## src/rtl/countdown_timer_pkg.sv

```systemverilog
// rtl/countdown_timer_pkg.sv - shared digit width, digit limits and clamp helper
package countdown_timer_pkg;

   localparam int DIGIT_W = 4;

   localparam logic [DIGIT_W-1:0] ONES_MAX = 4'd9;
   localparam logic [DIGIT_W-1:0] TENS_MAX = 4'd5;
   localparam logic [DIGIT_W-1:0] MINS_MAX = 4'd9;

   function automatic logic [DIGIT_W-1:0] clamp_digit(input logic [DIGIT_W-1:0] val,
                                                      input logic [DIGIT_W-1:0] max);
      return (val > max) ? max : val;
   endfunction

endpackage

```

## src/rtl/countdown_timer_bcd_down_digit.sv

```systemverilog
// rtl/countdown_timer_bcd_down_digit.sv - one BCD down-counting digit with load and borrow
module bcd_down_digit
   import countdown_timer_pkg::*;
#(
   parameter logic [DIGIT_W-1:0] MAX = 4'd9
) (
   input  logic               clock,
   input  logic               clrn,
   input  logic               load,
   input  logic [DIGIT_W-1:0] load_val,
   input  logic               dec_en,
   input  logic               borrow_in,
   output logic [DIGIT_W-1:0] q,
   output logic               borrow_out
);

   logic step;

   assign step       = dec_en & borrow_in;
   assign borrow_out = step & (q == '0);

   always_ff @(posedge clock) begin
      if (!clrn) begin
         q <= '0;
      end else if (load) begin
         q <= clamp_digit(load_val, MAX);
      end else if (step) begin
         // Wrapping to MAX on borrow is what chains the digits together.
         q <= (q == '0) ? MAX : q - 4'd1;
      end
   end

endmodule

```

## src/rtl/countdown_timer.sv

```systemverilog
// rtl/countdown_timer.sv - M:SS BCD countdown timer with keypad shift-in load
module countdown_timer
   import countdown_timer_pkg::*;
(
   input  logic               clock,
   input  logic               clrn,
   input  logic [DIGIT_W-1:0] data,
   input  logic               loadn,
   input  logic               enable,
   output logic [DIGIT_W-1:0] sec_ones,
   output logic [DIGIT_W-1:0] sec_tens,
   output logic [DIGIT_W-1:0] mins,
   output logic               zero
);

   logic load;
   logic dec_en;
   logic ones_borrow;
   logic tens_borrow;
   logic unused_mins_borrow;

   assign zero   = (sec_ones == '0) && (sec_tens == '0) && (mins == '0);
   assign load   = ~loadn;
   // Gating on zero makes 0:00 sticky instead of wrapping to 9:59.
   assign dec_en = enable & loadn & ~zero;

   bcd_down_digit #(.MAX(ONES_MAX)) u_ones (
      .clock      (clock),
      .clrn       (clrn),
      .load       (load),
      .load_val   (data),
      .dec_en     (dec_en),
      .borrow_in  (1'b1),
      .q          (sec_ones),
      .borrow_out (ones_borrow)
   );

   bcd_down_digit #(.MAX(TENS_MAX)) u_tens (
      .clock      (clock),
      .clrn       (clrn),
      .load       (load),
      .load_val   (sec_ones),
      .dec_en     (dec_en),
      .borrow_in  (ones_borrow),
      .q          (sec_tens),
      .borrow_out (tens_borrow)
   );

   bcd_down_digit #(.MAX(MINS_MAX)) u_mins (
      .clock      (clock),
      .clrn       (clrn),
      .load       (load),
      .load_val   (sec_tens),
      .dec_en     (dec_en),
      .borrow_in  (tens_borrow),
      .q          (mins),
      .borrow_out (unused_mins_borrow)
   );

endmodule

```

## config.mk

```make
export PLATFORM = sky130hd
export DESIGN_NAME = countdown_timer
export DESIGN_NICKNAME = d
export VERILOG_FILES = /design/src/rtl/countdown_timer_pkg.sv /design/src/rtl/countdown_timer_bcd_down_digit.sv /design/src/rtl/countdown_timer.sv
export SDC_FILE = /design/constraint.sdc
export NUM_CORES = 1
export LEC_CHECK = 0
export CORE_UTILIZATION = 41
export DETAILED_ROUTE_END_ITERATION = 7
export PLACE_DENSITY = 0.76
export SETUP_SLACK_MARGIN = 0.5
export SLEW_MARGIN = 20
export SYNTH_ARGS = -nofsm -noshare
export SYNTH_HDL_FRONTEND = slang
export SYNTH_HIERARCHICAL = 1
export SYNTH_SLANG_ARGS = --single-unit
```

## constraint.sdc

```tcl
create_clock -name clock -period 2.58 [get_ports clock]
set_input_delay 0.516 -clock clock [delete_from_list [all_inputs] [get_ports clock]]
set_output_delay 0.516 -clock clock [all_outputs]
set_load 0.02 [all_outputs]
```

Word level (Yosys, flattened, before mapping). Cells that the tools add are included.

Register bits: 12. Input bits: 8. Output and inout bits: 13. Logic and storage cells: 36.

$add $sub $neg: 3. $lt $le $gt $ge: 3. Equality and inequality tests: 3. Muxes and demuxes: 12. Bitwise gates (word level): 7. Reductions and logical operators: 5.

Operator list (number): $mux 4 (12); $logic_not 4->1 (3); $sub 4x1->4 const B (3); $gt 4x4->1 const B (2); $and 1x1->1 (6); $ne 2x1->1 const B (3); $gt 4x3->1 const B (1); $logic_and 1x1->1 (2); $not 1->1 (1).

Longest topological paths before layout.
Depth in word-level cells: 11. Gate-level depth with buffers: 9. Depth with buffers taken out: 9.

Modules after synthesis. Netlist, hierarchy kept.

By module, submodules not included: bcd_down_digit (u_mins ...) (times used 2, cells each 26, area each 242.7 µm²); bcd_down_digit (u_tens) (times used 1, cells each 28, area each 220.2 µm²); countdown_timer (times used 1, cells each 8, area each 48.8 µm²).

Worst setup path before layout. OpenSTA, ideal clock, no wires.

Path type: flip-flop to flip-flop. Start: reg u_ones.q[1]. End: reg u_mins.q[3]. Arrival time: 2525 ps. Required time: 2458 ps. Slack: -67 ps. Stages on the path, launching flop included: 10. Buffers on the path: 0. Clock period less this slack: 2647 ps. Cells stage by stage: dfxtp_1 > nor4_1 > a31oi_1 > and4bb_4 > and2_4 > nand2_1 > nor4_1 > nand3b_1 > o31a_1 > o311a_1.

Cells in the longest elaborated chain, start to end: 10.

Ends and longest elaborated chain: start, declared (RTL line countdown_timer_bcd_down_digit.sv:13) `output logic [DIGIT_W-1:0] q,`; start signal, assigned (RTL line countdown_timer_bcd_down_digit.sv:26) `q <= clamp_digit(load_val, MAX);`; start signal, assigned (RTL line countdown_timer_bcd_down_digit.sv:29) `q <= (q == '0) ? MAX : q - 4'd1;`; $logic_not 4->1 (RTL line countdown_timer.sv:22) `assign zero = (sec_ones == '0) && (sec_tens == '0) && (mins == '0);`; $logic_and 1x1->1 (2 in a row) (RTL line countdown_timer.sv:22); $not 1->1 (RTL line countdown_timer.sv:25) `assign dec_en = enable & loadn & ~zero;`; $and 1x1->1 (RTL line countdown_timer.sv:25); via dec_en (RTL line countdown_timer.sv:17) `logic dec_en;`; $and 1x1->1 (RTL line countdown_timer_bcd_down_digit.sv:20) `assign borrow_out = step & (q == '0);`; via ones_borrow (RTL line countdown_timer.sv:18) `logic ones_borrow;`; $and 1x1->1 (RTL line countdown_timer_bcd_down_digit.sv:19) `assign step = dec_en & borrow_in;`; $and 1x1->1 (RTL line countdown_timer_bcd_down_digit.sv:20); via tens_borrow (RTL line countdown_timer.sv:19) `logic tens_borrow;`; $and 1x1->1 (RTL line countdown_timer_bcd_down_digit.sv:19); $ne 2x1->1 (no line); end signal, assigned (RTL line countdown_timer_bcd_down_digit.sv:26); end signal, assigned (RTL line countdown_timer_bcd_down_digit.sv:29); end, declared (RTL line countdown_timer_bcd_down_digit.sv:13).

The timed path passes the listed nets, and every way through them passes these cells. A chain may end at the register's enable or synchronous reset.

Final worst setup path.
Start: reg u_ones.q[2]. End: reg u_mins.q[3].

The elaborated chain is that of the path after synthesis.

==> results.py <==
metrics = {
    "final_layout": {
        "final_cell_count_no_fill": 157,
        "antenna_cells_inserted": 0,
        "fin_area_sq_mm": 0.00128,
        "area_added_between_synthesis_and_finish_pct": 69.5,
        "design.final.nets": 142,
        "fill_cells": 132,
        "layout-drive-gt1-share_pct": 37.1,
        "finalCoreUtilization_pct": 74.1,
    },
    "sta": {
        "max-slew-margin-rel_pct": 61.5,
        "max_slew.worst_pin.slew_ns": 0.575,
        "finalCriticalPeriod_ns": 2.25,
        "final_hold_slack_ns": 0.554,
        "layout_worst_path_cycle_share_pct": 87.0,
        "hold_viol_final": 0,
        "slew_viol_final": 0,
        "skew_ns": 0.00148,
        "grt_setup_unrepaired": "true",
        "timing.final.setup_violations": 0,
        "final.setup.worst_slack_ns": 0.335,
        "max_freq_mhz": 445,
        "finalSetupTns_ns": 0,
    },
    "detailed_routing": {
        "drcViolationCount": 0,
        "dr.first_iter.drc_count": 34,
        "routed-via-count": 906,
        "drt_pass1_iterations": 4,
        "post_drt_wl_per_cell_um": 15.4,
        "wirelength_um": 2420,
        "avgViaCountPerCell": 5.77,
        "drt.antenna.violating_nets": 0,
    },
    "setup_path": {
        "kind_of_end_point_of_the_critical_path": "flop",
        "crit_chain": "nor4_4, a31oi_4, and4bb_4, and2_4, nand2_4, nor4_4, nand3b_1, o31a_1, o311a_1",
        "r2r.worst_path.cells": 9,
        "critical_path_top_delay_cell": "sky130_fd_sc_hd__dfxtp_4",
        "reg2reg_slack_ns": 0.33,
        "cp_data_arrival_time_ns": 2.39,
        "critical-path-top-cell-by-count": "sky130_fd_sc_hd__nor4_4",
        "r2r-end": "u_mins/q[3]$_SDFFE_PN0P_",
        "worstPathMaxFanout": 6,
        "worstSetupPathDepth": 9,
        "cp.required_ns": 2.73,
        "startpoint": "u_ones/q[2]$_SDFFE_PN0P_",
        "worstSetupStartpointType": "flop",
        "slowest_delay_ns": 0.39,
        "cp_top_family": "simple AND/OR/NAND/NOR gates",
        "critical_path_class": "reg -> reg",
        "worst_r2r_startpoint": "u_ones/q[2]$_SDFFE_PN0P_",
        "crit_path_end": "u_mins/q[3]$_SDFFE_PN0P_",
        "critPathBufInv": 0,
    },
    "power_and_ir_drop": {
        "clock_network_power_share_pct": 22.9,
        "switching_power_uw": 154,
        "power-per-cell-area_mw_per_mm2": 380,
        "highest_ir_drop_seen_on_vdd_uv": 313,
        "power.share.combinational_pct": 32.6,
        "switching_share_pct": 31.8,
        "cell_internal_power_dissipation_uw": 331,
        "totalPowerFinal_uw": 485,
        "sequential_power_share_pct": 44.5,
        "leakage_nw": 0.528,
    },
    "die": {
        "dieWidth_um": 44.9,
        "initial_utilization_pct": 43.7,
        "io_pins": 21,
        "num_rows": 15,
        "dieHeight_um": 44.9,
        "die_area_sq_mm": 0.00202,
        "design.core.area_sq_mm": 0.00173,
    },
    "clocking": {
        "clk_root_buffer_cell": "sky130_fd_sc_hd__clkbuf_4",
        "post_cts_hold_buffer_count": 0,
        "cts_htree_levels": 1,
        "clk_path_buf_depth": 2,
        "clk_pin_slew_ns": 0.07,
        "cts_tree": "done",
        "clock_insertion_delay_worst_skew_ns": 0.26,
        "cts_made_buffers": 3,
        "clock_sinks": 12,
    },
    "grt": {
        "grt.overflow.total": 0,
        "grt_usage_pct": 24.9,
        "largest_net_degree_at_the_start_of_global_routing": 17,
        "vias_in_the_first_global_route": 825,
        "antenna_found_initial": 0,
        "wire_length_of_the_first_global_routing_pass_um": 3660,
    },
    "place": {
        "dp_slack_ns": -0.144,
        "io_buffers": 20,
        "placedCellCount": 140,
        "dp.final_hpwl_um": 1370,
        "gp_congestion": 0.784,
        "dpl_cell_area_sq_mm": 0.00108,
    },
    "synthesis": {
        "yosys.area.top_type": "sky130_fd_sc_hd__dfxtp_1",
        "yosysTopAreaCellShare_pct": 31.8,
        "netlist-cell-type-count": 34,
        "post_synth_main_area_contributors": "sky130_fd_sc_hd__dfxtp_1 32%, sky130_fd_sc_hd__o311a_1 5.3%, sky130_fd_sc_hd__nand2_1 4.5%",
        "synth_warnings": 6,
        "synth.yosys.seq_area_share_pct": 31.8,
        "synth-edff-count": 0,
        "postSynthAreaPerCell_sq_um": 8.57,
        "synth.cell_area_sq_um": 754,
        "yosysMostFrequentCell": "sky130_fd_sc_hd__dfxtp_1",
        "async_flop_share_pct": 0,
        "synth.cells.most_frequent": "12 x sky130_fd_sc_hd__dfxtp_1, 9 x sky130_fd_sc_hd__nand2_1, 5 x sky130_fd_sc_hd__nand2b_1",
        "synth_seq_cells": 12,
        "syn-instance-count": 88,
        "synth-main-ff-cell": "sky130_fd_sc_hd__dfxtp_1",
    },
    "status": {
        "outcome": "finished clean",
    },
    "min_path": {
        "worstHoldPathCells": 1,
        "hold_path.class": "reg -> reg",
    },
    "flow_run": {
        "maxCapViolations": 0,
    },
}
==> cell usage in the layout (no fill, tap or decap), types with 2 or more instances in the layout <==
| cell type | count |
|---|---|
| sky130_fd_sc_hd__o21ai_1 | 2 |
| sky130_fd_sc_hd__o21ai_0 | 4 |
| sky130_fd_sc_hd__mux2i_1 | 2 |
| sky130_fd_sc_hd__nand2_1 | 7 |
| sky130_fd_sc_hd__o311a_1 | 4 |
| sky130_fd_sc_hd__nor2_1 | 4 |
| sky130_fd_sc_hd__clkbuf_2 | 2 |
| sky130_fd_sc_hd__and2_4 | 2 |
| sky130_fd_sc_hd__nand4b_1 | 2 |
| sky130_fd_sc_hd__conb_1 | 3 |
| sky130_fd_sc_hd__dfxtp_4 | 9 |
| sky130_fd_sc_hd__o31a_1 | 2 |
| sky130_fd_sc_hd__a21oi_1 | 3 |
| sky130_fd_sc_hd__xnor2_1 | 2 |
| sky130_fd_sc_hd__nor4_4 | 4 |
| sky130_fd_sc_hd__and2_1 | 2 |
| sky130_fd_sc_hd__and4bb_4 | 2 |
| sky130_fd_sc_hd__nand3b_1 | 4 |
| sky130_fd_sc_hd__inv_1 | 4 |
| sky130_fd_sc_hd__clkdlybuf4s50_1 | 17 |
| sky130_fd_sc_hd__and3_1 | 2 |
| sky130_fd_sc_hd__nand2b_1 | 5 |
| sky130_fd_sc_hd__nor2b_1 | 2 |
| sky130_fd_sc_hd__buf_4 | 18 |
| sky130_fd_sc_hd__dfxtp_2 | 3 |
| sky130_fd_sc_hd__clkbuf_4 | 3 |
| sky130_fd_sc_hd__o211a_1 | 2 |
==> cell families after synthesis <==
group                  after synthesis  share of synthesized area, %
multiplexers                         2                          2.65
AO/OA/AOI/OAI                       23                          22.6
flip-flops                          12                          31.8
AND/OR/NAND/NOR                     44                          38.1
buffers and inverters                4                          1.99
XOR/XNOR                             2                          2.32
other                                1                         0.497
==> final cells by class <==
cell class                 count  area [sq um]  area share, %
inverter                       4          15.0           1.17
timing repair buffer          39           335           26.2
tap                           25          31.3           2.45
sequential                    12           278           21.7
clock buffer                   3          22.5           1.76
multi-input combinational     74           597           46.7
==> power groups by stage <==
stage,sequential [mW],clock [mW],combinational [mW]
2_1_floorplan,0.232,0,0.0632
3_3_place_gp,0.224,0,0.129
3_5_place_dp,0.224,0,0.130
4_1_cts,0.219,0.116,0.144
5_1_grt,0.217,0.124,0.170
6_report,0.216,0.111,0.158
==> per-layer routing <==
| layer | track usage (%) | part of all wire (%) | wire length, um | up-vias |
|---|---|---|---|---|
| li1 | - | - | - | 422 |
| met1 | 32.0 | 43 | 1030 | 435 |
| met2 | 41.2 | 51 | 1220 | 47 |
| met3 | 2.80 | 6.1 | 148 | 2 |
| met4 | 12.1 | 0.54 | 13 | 0 |
| met5 | 0 | 0 | 0 | - |
==> flip-flops by register name, indices dropped and copies added (netlist names) <==
register / flops
u_ones/q: 4
u_tens/q: 4
u_mins/q: 4
==> worst min-delay path by stage <==
stage | from | end | slack, ns
6_report | u_tens/q[3]$_SDFFE_PN0P_ | u_tens/q[3]$_SDFFE_PN0P_ | 0.55
4_1_cts | u_tens/q[0]$_SDFFE_PN0P_ | u_tens/q[0]$_SDFFE_PN0P_ | 0.53
2_1_floorplan | u_tens/q[0]$_SDFFE_PN0P_ | u_tens/q[0]$_SDFFE_PN0P_ | 0.52
3_5_place_dp | u_tens/q[0]$_SDFFE_PN0P_ | u_tens/q[0]$_SDFFE_PN0P_ | 0.51
3_3_place_gp | u_tens/q[0]$_SDFFE_PN0P_ | u_tens/q[0]$_SDFFE_PN0P_ | 0.50
5_1_grt | u_tens/q[3]$_SDFFE_PN0P_ | u_tens/q[3]$_SDFFE_PN0P_ | 0.57
==> repair_timing <==
action,4_1_cts,5_1_grt
pin swaps,6,9
cloned,0,0
buffers inserted,6,8
setup endpoints to repair,5,4
resized for setup,12,14
Power figures use the tool's default switching activity.
==> RTL change 1: new RTL, same flow settings <==
Change the package constant `DIGIT_W` from 4 to 6.
--- a/src/rtl/countdown_timer_pkg.sv
+++ b/src/rtl/countdown_timer_pkg.sv
@@ -3,3 +3,3 @@
 
-   localparam int DIGIT_W = 4;
+   localparam int DIGIT_W = 6;
 
Ports: changed (resized data, mins, sec_ones and sec_tens); port bits go from 21 to 29. The function was not compared with the original's and may differ.
==> RTL change 1 against the original RTL <==
  * The flow now finishes with violations (DRC)
  * Design area grew 63%
  * Worst hold slack got worse by 0.0015 ns
  * Clock skew rose by 0.0013 ns
  * Sequential cell count rose by 6
  * Total power is 53% higher
  * Clock power rose by 59%
  * Utilization increased by 0.38 points
  * Die area increased by 61%
  * Wire length up 64%
  * Synthesized area is 65% higher
  * Final cell count increased by 55%
  * Worst setup slack better by 0.14 ns
  * Critical path type unchanged
  * Largest cell class unchanged
==> RTL change 1: results (changes against the original RTL) <==
- The worst min-delay path startpoint is u_tens/q[5]$_SDFFE_PN0P_ (was u_tens/q[3]$_SDFFE_PN0P_).
- Largest regs: u_mins/q x6, u_ones/q x6, u_tens/q x6 (was u_mins/q x4, u_ones/q x4, u_tens/q x4).
- The placed instance count is 216 (was 140).
- The fraction of layout instances using a drive strength above 1 came to 40.4% (was 37.1%).
- The largest net degree at the start of global routing is 16 (was 17).
- The maximum clock skew at final layout is 0.00280 ns (was 0.00148 ns).
- The quantity of I/O buffers inserted on ports came to 28 (was 20).
- The arrival time reported for the critical path endpoint is 2.34 ns (was 2.39 ns).
- The per-cell routed wire length is 16.2 µm (was 15.4 µm).
- The violation count after the first detailed-routing iteration came to 58 (was 34).
- The die outline width is 57.1 µm (was 44.9 µm).
- The number of optimization iterations in the first detailed-route pass came to 6 (was 4).
- The end point of the worst hold path is u_tens/q[5]$_SDFFE_PN0P_ (was u_tens/q[3]$_SDFFE_PN0P_).
- The post-detailed-route DRC marker count came to 4 (was 0).
- The met1 demand-to-capacity share in global routing is 30.0% (was 32.0%).
- The number of cell instances on the worst register-to-register path came to 10 (was 9).
- The final reports fail on DRC.
- Run status: finished, violations left (was finished, final reports clean).
- The final weighted congestion of routability-driven global placement was 0.849 (was 0.784).
- The cell area reported after detailed placement is 1720 µm² (was 1080 µm²).
- The net count of the finished layout is 230 (was 142).
- The layout filler cell count is 193 (was 132).
- The overall global routing resource usage was 25.5% (was 24.9%).
- The number of cells on the worst hold path is 2 (was 1).
- The detailed placement HPWL is 2470 µm (was 1370 µm).
- The global-route wire length before repair is 6530 µm (was 3660 µm).
==> RTL change 1: cell type report <==
cell class / instances / area [µm²] / area share (%)
multi-input combinational: 122 / 1050 / 50.4
sequential: 18 / 428 / 20.5
inverter: 13 / 48.8 / 2.34
clock buffer: 4 / 36.3 / 1.74
timing repair buffer: 56 / 483 / 23.1
tap: 31 / 38.8 / 1.86
==> RTL change 1: timing repair <==
action	CTS	global route
gates resized for setup	20	21
cloned	0	0
hold buffers	0	0
buffers inserted	17	7
pin swaps	10	8
setup endpoints to repair	10	13
==> RTL change 1: through the flow <==
stage	worst slack [ns]	util, %	hold slack (ns)
after floorplan	0.505	-	0.525
after global placement	0.0377	61.2	0.510
after detailed placement	-0.0190	61.2	0.517
after CTS	0.443	70.0	0.539
after global routing	0.363	74.4	0.581
final	0.475	74.4	0.552
==> RTL change 1: power breakdown <==
| group | internal [µW] | switching, µW | total (µW) |
|---|---|---|---|
| Sequential | 279 | 16.3 | 296 |
| Clock | 85.9 | 90.1 | 176 |
| Combinational | 130 | 139 | 269 |
| Total | 495 | 246 | 741 |
==> RTL change 1: worst max-delay path by stage <==
stage,from,endpoint,cells after the start
final,u_tens/q[0]$_SDFFE_PN0P_,u_mins/q[1]$_SDFFE_PN0P_,10
after global routing,u_tens/q[0]$_SDFFE_PN0P_,u_mins/q[0]$_SDFFE_PN0P_,10
after CTS,u_ones/q[1]$_SDFFE_PN0P_,u_mins/q[1]$_SDFFE_PN0P_,10
after detailed placement,loadn,u_mins/q[4]$_SDFFE_PN0P_,9
after global placement,loadn,u_mins/q[4]$_SDFFE_PN0P_,9
after floorplan,u_ones/q[0]$_SDFFE_PN0P_,u_mins/q[4]$_SDFFE_PN0P_,9
==> RTL change 1: critical path: stages, from the launching register on <==
cell and delay [ns]:
sky130_fd_sc_hd__dfxtp_4 0.37, sky130_fd_sc_hd__nor4_4 0.29, sky130_fd_sc_hd__nand3_2 0.12, sky130_fd_sc_hd__o211a_4 0.26, sky130_fd_sc_hd__and2_4 0.16, sky130_fd_sc_hd__and3_4 0.20, sky130_fd_sc_hd__nand4bb_4 0.11, sky130_fd_sc_hd__nor2_4 0.05
sky130_fd_sc_hd__a21o_1 0.20, sky130_fd_sc_hd__a2bb2o_4 0.20, sky130_fd_sc_hd__o21a_1 0.09
==> RTL change 1: layer usage <==
metal | part of all wire (%) | routed length (µm) | vias up
li1 | - | - | 714
met1 | 41 | 1630 | 706
met2 | 52 | 2070 | 53
met3 | 5.1 | 202 | 8
met4 | 1.6 | 64 | 0
met5 | 0 | 0 | -
==> RTL change 2: new RTL, config.mk and constraints unchanged <==
Without the edit above. Add an input register stage for `clrn`, `data`, `loadn` and `enable`; this delays them by one clock.
--- a/src/rtl/countdown_timer.sv
+++ b/src/rtl/countdown_timer.sv
@@ -15,2 +15,14 @@
 
+   logic clrn_q;
+   logic [DIGIT_W-1:0] data_q;
+   logic loadn_q;
+   logic enable_q;
+
+   always_ff @(posedge clock) begin
+       clrn_q   <= clrn;
+       data_q   <= data;
+       loadn_q  <= loadn;
+       enable_q <= enable;
+   end
+
    logic load;
@@ -22,5 +34,5 @@
    assign zero   = (sec_ones == '0) && (sec_tens == '0) && (mins == '0);
-   assign load   = ~loadn;
+   assign load   = ~loadn_q;
    // Gating on zero makes 0:00 sticky instead of wrapping to 9:59.
-   assign dec_en = enable & loadn & ~zero;
+   assign dec_en = enable_q & loadn_q & ~zero;
 
@@ -28,5 +40,5 @@
       .clock      (clock),
-      .clrn       (clrn),
+      .clrn       (clrn_q),
       .load       (load),
-      .load_val   (data),
+      .load_val   (data_q),
       .dec_en     (dec_en),
@@ -39,3 +51,3 @@
       .clock      (clock),
-      .clrn       (clrn),
+      .clrn       (clrn_q),
       .load       (load),
@@ -50,3 +62,3 @@
       .clock      (clock),
-      .clrn       (clrn),
+      .clrn       (clrn_q),
       .load       (load),
Check against the original RTL: not equivalent (a bounded check fails within 4 cycles, from zero or initial values).
==> RTL change 2 against the original RTL <==
  * Fmax up 3.9%
  * Total power is 29% higher
  * Wire length shrank 7.8%
  * Worst setup slack gained 0.084 ns
  * Design area grew 7.3%
  * Utilization fell by 5.5 points
  * Combinational power decreased by 3%
  * Sequential cell count is 7 higher
  * Synthesized area grew 19%
  * Critical path type unchanged
  * Highest routed layer unchanged
==> RTL change 2: results (changes against the original RTL) <==
- Run status: finished, final reports clean (unchanged).
- The clock insertion delay at the later pin of the skew report came to 0.29 ns (was 0.26 ns).
- The area fraction in compound gates after synthesis is 19.0% (was 22.6%).
- The met1 wire length is 898 µm (was 1030 µm).
- The detailed placement HPWL came to 1410 µm (was 1370 µm).
- The number of cells on the worst hold path is 2 (was 1).
- Ranking of synthesized cells by instance count: 19 x sky130_fd_sc_hd__dfxtp_1, 9 x sky130_fd_sc_hd__nand2_1, 5 x sky130_fd_sc_hd__nand2b_1 (was 12 x sky130_fd_sc_hd__dfxtp_1, 9 x sky130_fd_sc_hd__nand2_1, 5 x sky130_fd_sc_hd__nand2b_1).
- The layout filler cell count was 159 (was 132).
- The met2 demand-to-capacity share in global routing is 37.7% (was 41.2%).
- The per-cell routed wire length is 13.9 µm (was 15.4 µm).
- Dominant cells by area after synthesis: sky130_fd_sc_hd__dfxtp_1 43%, sky130_fd_sc_hd__o311a_1 4.5%, sky130_fd_sc_hd__nand2_1 3.8% (was sky130_fd_sc_hd__dfxtp_1 32%, sky130_fd_sc_hd__o311a_1 5.3%, sky130_fd_sc_hd__nand2_1 4.5%).
- The share of synthesized area spent on multiplexers came to 2.24% (was 2.65%).
- The routed length on met2 is 1150 µm (was 1220 µm).
- The met1 demand-to-capacity share in global routing is 24.0% (was 32.0%).
- The final worst hold slack is 0.484 ns (was 0.554 ns).
- The reg-to-reg setup timing slack is 0.42 ns (was 0.33 ns).
- The net count of the finished layout is 143 (was 142).
- The remaining max-slew budget at the tightest pin was 58.5% (was 61.5%).
- The total via count in the routed design is 904 (was 906).
- The beginning of the critical path is u_tens/q[3]$_SDFFE_PN0P_ (was u_ones/q[2]$_SDFFE_PN0P_).
- The violation count after the first detailed-routing iteration is 20 (was 34).
- The leakage component of the power came to 0.000551 µW (was 0.000528 µW).
- The maximum fanout encountered on the critical timing path came to 3 (was 6).
- The fraction of layout instances using a drive strength above 1 was 29.1% (was 37.1%).
- The sequential cell area fraction in the yosys report was 42.5% (was 31.8%).
- The worst min-delay path startpoint is data_q[2]$_DFF_P_ (was u_tens/q[3]$_SDFFE_PN0P_).
- The largest net degree at the start of global routing is 24 (was 17).
- The global-route wire length before repair came to 3820 µm (was 3660 µm).
-- RTL change 2: repair_timing --
item | CTS | global route
gates resized for setup | 11 | 2
setup buffers | 11 | 1
setup endpoints to repair | 4 | 2
pin swaps | 5 | 1
hold endpoints to repair | 0 | 0
-- RTL change 2: power by group --
group	internal (µW)	switching, µW
clock network	60.2	85.4
registers	306	20.4
logic	82.5	71.3
total	449	177
-- RTL change 2: cell type report --
type	instances	area, µm²	area share (%)
Tap cell	27	33.8	2.46
Sequential cell	19	425	31.0
Inverter	4	15.0	1.09
Clock buffer	4	26.3	1.91
Timing Repair Buffer	33	298	21.7
Multi-Input combinational cell	74	574	41.8
-- RTL change 2: stage by stage --
step                cells  worst slack, ns  total power [µW]
global placement      145            0.401               457
detailed placement    145            0.306               460
floorplan              97            0.631               406
CTS                   160            0.481               629
finish                161            0.419               626
global route          161            0.334               659
